--- src/rtl/multicycle_ctrl.sv ---
// Multicycle CPU control FSM: sequences fetch/decode/execute/memory/writeback steps.
// Optional JAL support is enabled by defining MULTICYCLE_CTRL_JAL_EN.
module multicycle_ctrl (
    input  logic       clk,
    input  logic       reset,
    input  logic [6:0] opcode,
    input  logic       zero,
    input  logic       mem_ready,
    output logic       pc_write,
    output logic       ir_write,
    output logic       iord,
    output logic       mem_read,
    output logic       mem_write,
    output logic       reg_write,
    output logic       mem_to_reg,
    output logic       pc_src,
    output logic [1:0] alu_src_a,
    output logic [1:0] alu_src_b,
    output logic [1:0] alu_op,
    output logic [3:0] state,
    output logic       instr_done,
    output logic       illegal
);

    typedef enum logic [3:0] {
        FETCH  = 4'd0,
        DECODE = 4'd1,
        MEMADR = 4'd2,
        MEMRD  = 4'd3,
        MEMWB  = 4'd4,
        MEMWR  = 4'd5,
        EXEC_R = 4'd6,
        EXEC_I = 4'd7,
        ALUWB  = 4'd8,
        BRANCH = 4'd9,
        JAL    = 4'd10,
        TRAP   = 4'd11
    } state_t;

    localparam logic [6:0] OP_LOAD   = 7'b0000011;
    localparam logic [6:0] OP_STORE  = 7'b0100011;
    localparam logic [6:0] OP_RTYPE  = 7'b0110011;
    localparam logic [6:0] OP_ITYPE  = 7'b0010011;
    localparam logic [6:0] OP_BRANCH = 7'b1100011;
`ifdef MULTICYCLE_CTRL_JAL_EN
    localparam logic [6:0] OP_JAL    = 7'b1101111;
`endif

    state_t state_q, state_d;

    always_ff @(posedge clk) begin
        if (reset) state_q <= FETCH;
        else       state_q <= state_d;
    end

    // Unreachable encodings (and JAL when disabled) fall through to FETCH.
    always_comb begin
        state_d = FETCH;
        case (state_q)
            FETCH:  state_d = mem_ready ? DECODE : FETCH;
            DECODE: begin
                case (opcode)
                    OP_LOAD, OP_STORE: state_d = MEMADR;
                    OP_RTYPE:          state_d = EXEC_R;
                    OP_ITYPE:          state_d = EXEC_I;
                    OP_BRANCH:         state_d = BRANCH;
`ifdef MULTICYCLE_CTRL_JAL_EN
                    OP_JAL:            state_d = JAL;
`endif
                    default:           state_d = TRAP;
                endcase
            end
            MEMADR: state_d = (opcode == OP_STORE) ? MEMWR : MEMRD;
            MEMRD:  state_d = mem_ready ? MEMWB : MEMRD;
            MEMWB:  state_d = FETCH;
            MEMWR:  state_d = mem_ready ? FETCH : MEMWR;
            EXEC_R: state_d = ALUWB;
            EXEC_I: state_d = ALUWB;
            ALUWB:  state_d = FETCH;
            BRANCH: state_d = FETCH;
`ifdef MULTICYCLE_CTRL_JAL_EN
            JAL:    state_d = FETCH;
`endif
            TRAP:   state_d = TRAP;
            default: state_d = FETCH;
        endcase
    end

    always_comb begin
        pc_write   = 1'b0;
        ir_write   = 1'b0;
        iord       = 1'b0;
        mem_read   = 1'b0;
        mem_write  = 1'b0;
        reg_write  = 1'b0;
        mem_to_reg = 1'b0;
        pc_src     = 1'b0;
        alu_src_a  = 2'b00;
        alu_src_b  = 2'b00;
        alu_op     = 2'b00;
        instr_done = 1'b0;
        illegal    = 1'b0;
        case (state_q)
            FETCH: begin
                mem_read  = 1'b1;
                alu_src_b = 2'b01;
                pc_write  = mem_ready;
                ir_write  = mem_ready;
            end
            DECODE: alu_src_b = 2'b10;
            MEMADR: begin
                alu_src_a = 2'b01;
                alu_src_b = 2'b10;
            end
            MEMRD: begin
                iord     = 1'b1;
                mem_read = 1'b1;
            end
            MEMWB: begin
                reg_write  = 1'b1;
                mem_to_reg = 1'b1;
                instr_done = 1'b1;
            end
            MEMWR: begin
                iord       = 1'b1;
                mem_write  = 1'b1;
                instr_done = mem_ready;
            end
            EXEC_R: begin
                alu_src_a = 2'b01;
                alu_op    = 2'b10;
            end
            EXEC_I: begin
                alu_src_a = 2'b01;
                alu_src_b = 2'b10;
                alu_op    = 2'b11;
            end
            ALUWB: begin
                reg_write  = 1'b1;
                instr_done = 1'b1;
            end
            BRANCH: begin
                alu_src_a  = 2'b01;
                alu_op     = 2'b01;
                pc_src     = 1'b1;
                pc_write   = zero;
                instr_done = 1'b1;
            end
`ifdef MULTICYCLE_CTRL_JAL_EN
            JAL: begin
                alu_src_b  = 2'b11;
                reg_write  = 1'b1;
                pc_write   = 1'b1;
                pc_src     = 1'b1;
                instr_done = 1'b1;
            end
`endif
            TRAP:    illegal = 1'b1;
            default: ;
        endcase
        // Reset masks every side-effecting strobe in the same cycle.
        if (reset) begin
            pc_write   = 1'b0;
            ir_write   = 1'b0;
            mem_read   = 1'b0;
            mem_write  = 1'b0;
            reg_write  = 1'b0;
            instr_done = 1'b0;
            illegal    = 1'b0;
        end
    end

    assign state = state_q;

endmodule

--- config.mk ---
export PLATFORM = sky130hd
export DESIGN_NAME = multicycle_ctrl
export DESIGN_NICKNAME = d
export VERILOG_FILES = /design/src/rtl/multicycle_ctrl.sv
export SDC_FILE = /design/constraint.sdc
export NUM_CORES = 1
export LEC_CHECK = 0
export CAP_MARGIN = 20
export CORE_MARGIN = 1
export CORE_UTILIZATION = 39
export DETAILED_ROUTE_END_ITERATION = 8
export GPL_ROUTABILITY_DRIVEN = 0
export PLACE_DENSITY = 0.84
export SETUP_SLACK_MARGIN = 0.3
export SYNTH_ARGS = -nofsm -noshare
export SYNTH_HDL_FRONTEND = slang
export SYNTH_SLANG_ARGS = --single-unit
--- constraint.sdc ---
create_clock -name clk -period 3 [get_ports clk]
set_input_delay 0.6 -clock clk [delete_from_list [all_inputs] [get_ports clk]]
set_output_delay 0.6 -clock clk [all_outputs]
set_load 0.05 [all_outputs]
After elaboration in Yosys (flattened, before gate mapping)

Index checks and enable logic that the tools add are counted.

Flip-flop bits (word level): 4
Bits of input ports: 11

Equal/unequal tests: 15
Mux-type cells: 26
Reduce and logical (&&, ||, !) cells: 9

Operators with widths:

| kind                                                 | number |
|---|---|
| case mux 4 bit (7 select lines)                      | 1 |
| two-way mux 1 bit                                    | 17 |
| equality test 4 x 3 -> 1 bit (second input constant) | 4 |
| case mux 4 bit (4 select lines)                      | 1 |
| equality test 7 x 6 -> 1 bit (second input constant) | 2 |
| equality test 4 bit (second input constant)          | 3 |
| OR reduction 2 bit                                   | 5 |
| two-way mux 3 bit                                    | 3 |
| equality test 4 x 2 -> 1 bit (second input constant) | 2 |
| equality test 7 x 2 -> 1 bit (second input constant) | 1 |
| equality test 7 x 5 -> 1 bit (second input constant) | 1 |
| equality test 7 bit (second input constant)          | 1 |
| case mux 2 bit (3 select lines)                      | 1 |
| OR reduction 3 bit                                   | 2 |
| equality test 4 x 1 -> 1 bit (second input constant) | 1 |
| logical NOT 4 bit                                    | 1 |
| case mux 1 bit (2 select lines)                      | 2 |
| case mux 2 bit (2 select lines)                      | 1 |
| OR reduction 4 bit                                   | 1 |

Logic depth before layout (Yosys ltp)

Depth in word-level cells: 4
Mapped depth: 6
Depth with buffers taken out: 4

Worst setup path after synthesis

Ideal clock, no wire load.

Kind: register to output
From: reg state_q[2], in the netlist state[2]
To: out reg_write
Arrival: 3.429 ns
Data required time: 2.400 ns
Path slack: -1.029 ns
Stages on the path, launching flop included: 4
Path buffers: 1
Path through: dfxtp_1 > buf_6 > nand2b_1 > a2111oi_0

Longest elaborated chain between the ends: 4
Elaborated cells on any way between the ends: 5
Those cells by class: eq/ne (2); mux (2); reduce/logical (1)

RTL lines:

| element                                                                    | RTL line | text |
|---|---|---|
| start: declaration                                                         | 49       | `state_t state_q, state_d;` |
| start signal: assignment                                                   | 53       | `else state_q <= state_d;` |
| equality test 4 bit / equality test 4 x 3 -> 1 bit (equally long branches) | 103      | `case (state_q)` |
| OR reduction 2 bit (no line) *                                             | -        |  |
| two-way mux 1 bit *                                                        | 103      |  |
| two-way mux 1 bit *                                                        | 162      | `if (reset) begin` |
| end: declaration                                                           | 14       | `output logic reg_write,` |

Every way passes the cells marked *; elsewhere a longest branch is shown, timed or not.

Worst setup path in the final report

From: in reset
To: out pc_write

Longest elaborated chain between the ends: 1

RTL lines:

| element            | RTL line | text |
|---|---|---|
| start: declaration | 5        | `input logic reset,` |
| two-way mux 1 bit  | 162      |  |
| end: declaration   | 9        | `output logic pc_write,` |

Every way passes these cells.

==> run_results.csv <==
group,metric,value,unit
pwr,vdd_drop_max,0.0005477,V
clock_tree,clk-insertion-delay-late,0.24,ns
timing,fin_tns_setup,0,ns
pwr,p_leak,0.0003656,uW
pwr,p_sw_share,58.03,%
timing,tightestPinTransition,0.5164,ns
pwr,power_frac_clock,7.4,%
die,core_area,0.001186,mm^2
die,rows,12,
synthesis,netlist.area_leader.share,15.09,%
clock_tree,cts_setup_buffers,0,
place,dp_slack,0.3863,ns
critical_path,cp.buffers_inverters,2,
global_route,grt_max_degree,15,
critical_path,crit_family,"buffers and inverters",
pwr,pwr-share-seq,14.1,%
global_route,grt_pass1_wl,2.559,mm
pwr,p_per_area,1050,mW/mm^2
detailed_routing,vias_per_cell,5.786,
clock_tree,clock_path_buffers,2,
detailed_routing,routed_wl,1.619,mm
clock_tree,cts_buffers,3,
critical_path,cp_slowest_stage_delay,0.71,ns
die,start_util,44.73,%
critical_path,worstPathArrival,1.97,ns
clock_tree,cts_max_level,1,
critical_path,cp.required,2.40,ns
timing,slew_headroom,65.47,%
synthesis,synth.area.top_cells,"dfxtp_1, nand2b_1, nor2_1, a21oi_1, buf_2",
clock_tree,clockRootBuffer,"clkbuf_4",
timing,maxSlewViolCount,0,
place,dp_hpwl,1.122,mm
timing,final_hold_viol_count,0,
timing,post-route-period-util,85.53,%
synthesis,yosysSeqAreaShare,15.09,%
timing,max_freq,389.7,MHz
synthesis,synth_edf_count,0,
global_route,antenna_found_initial,0,
final_layout,syn2layout_area_growth,67.45,%
global_route,track_usage,24.55,%
final_layout,nets,116,
hold_path,hold_path_class,"flip-flop to flip-flop",
synthesis,yosysUniqueCellTypes,41,
clock_tree,clkSlewWorstSetupHoldPaths,0.03,ns
detailed_routing,drc,0,
detailed_routing,first_pass_iters,4,
timing,min_period,2.566,ns
die,dieArea,0.001512,mm^2
synthesis,synth_cells,77,
final_layout,layout-drive-gt1-share,24.27,%
critical_path,end_kind,"output pin",
die,die_y,38.88,um
pwr,combinationalPowerShare,78.5,%
global_route,global_route.overflow_total,0,
critical_path,setup.worst_path.start_class,"input port",
clock_tree,cts_sinks,4,
global_route,first_global_vias,585,
die,dieWidth,38.88,um
synthesis,async_flop_share,0,%
timing,rsz0062_at_grt,"no",
synthesis,synth_area,530.5,um^2
pwr,p_switching,541.3,uW
place,portBuffers,29,
synthesis,yosysMostFrequentCell,"nor2_1",
timing,fin_ws,0.4342,ns
synthesis,synth_commonest_cells,"nor2_1, nand2b_1, a21oi_1, buf_2",
pwr,finalPower,932.8,uW
synthesis,synth_top_area_cell,"dfxtp_1",
pwr,intPower,391.5,uW
timing,setup_viol_count_final,0,
detailed_routing,wire_per_inst,13.84,um
synthesis,ys_seq_elements,4,
run,drv_cap,0,
critical_path,crit_chain,"clkdlybuf4s50_1, and3b_2, a31o_2, buf_4",
detailed_routing,drt_iter0_drc,25,
timing,skew,0.004736,ns
synthesis,synthFlopType,"dfxtp_1",
clock_tree,cts_tree,"built",
synthesis,synth_nets,88,
synthesis,ys_warn_count,0,
detailed_routing,postRouteAntennaNets,0,
final_layout,n_antenna_cell,0,
critical_path,cp_max_fo,9,
detailed_routing,vias,677,
die,io_pins,31,
synthesis,syn_area_per_cell,6.890,um^2
run_status,status,"complete, no violations",
critical_path,path_class,"input port to output pin",
final_layout,largest_reg_flops,4,
critical_path,cpMaxStageDelayCell,"clkdlybuf4s50_1",
## worst paths after layout
| path | start | end | slack [ns] | cells past startpoint |
|---|---|---|---|---|
| setup / recovery | reset | pc_write | 0.43 | 4 |
| hold / removal | state[0] | state[0] | 0.73 | 2 |
| setup reg to reg | state[1] | state[1] | 1.39 | 5 |
| hold reg to reg | state[0] | state[0] | 0.73 | 2 |
## cells by family after synthesis
group                  synth area share (%)
XOR/XNOR                              1.651
other                                0.7069
multiplexers                          1.887
flip-flops                            15.09
buffers and inverters                 11.79
AO/OA/AOI/OAI                         26.89
AND/OR/NAND/NOR                       41.98
## area by class of cell
cell class                 count  area (um^2)
fill                          95        297.8
clock buffer                   3        22.52
multi-input combinational     61        420.4
timing repair buffer          31        330.3
sequential                     4        82.58
tap                           14        17.52
inverter                       4        15.01
## metal layers
metal	track usage (%)	wire length, um	up-vias	share of wire [%]
met4	11.21	15	0	0.93
met5	0	0	-	0
met2	42.08	811	42	50
met3	4.046	122	3	7.5
met1	29.31	669	308	41
li1	-	-	324	-
## stage by stage
step / cells / hold slack (ns) / cell area, um^2 / util [%]
after floorplan: 77 / 0.8449 / 563.0 / -
after global routing: 117 / 0.7714 / 888.4 / 74.89
after detailed placement: 114 / 0.7674 / 855.8 / 72.15
after global placement: 114 / 0.7550 / 855.8 / 72.15
final: 117 / 0.7267 / 888.4 / 74.89
after CTS: 117 / 0.7246 / 880.8 / 74.26
## placed cells by master (no fill, tap or decap), types with 2 or more instances in the layout
cell type | netlist | layout
nor2b_1 | 4 | 4
a31oi_1 | 2 | 2
nand3b_1 | 3 | 3
nor3_1 | 3 | 3
o21ai_1 | 1 | 2
dfxtp_2 | 0 | 2
or2_1 | 2 | 2
clkbuf_4 | 0 | 3
dfxtp_1 | 4 | 2
buf_12 | 0 | 3
nand2b_1 | 6 | 6
dlymetal6s2s_1 | 0 | 3
a211oi_2 | 0 | 2
nor2_1 | 7 | 7
a21oi_1 | 5 | 5
nand2_1 | 3 | 3
clkdlybuf4s50_1 | 0 | 18
inv_1 | 3 | 3
buf_4 | 1 | 7
## worst register-to-register path, cell delays in order (launching register included)
cell and delay (ns):
dfxtp_1 0.61, buf_4 0.25, nor2b_2 0.07, or2_1 0.28, a32oi_1 0.21, nor2_1 0.06
## power by group through the flow
stage	sequential (uW)	combinational, uW	clock, uW
floorplan	145	494	0
global placement	130	721	0
detailed placement	130	728	0
CTS	132	733	69.3
global route	138	774	75.2
finish	132	732	69.1
## repair_timing
item | 4_1_cts | 5_1_grt
pin swaps | 0 | 0
gates resized for setup | 2 | 3
hold buffers | 0 | 0
endpoints found under the setup margin | 4 | 3
No activity file was read; power rests on OpenSTA's default activity.
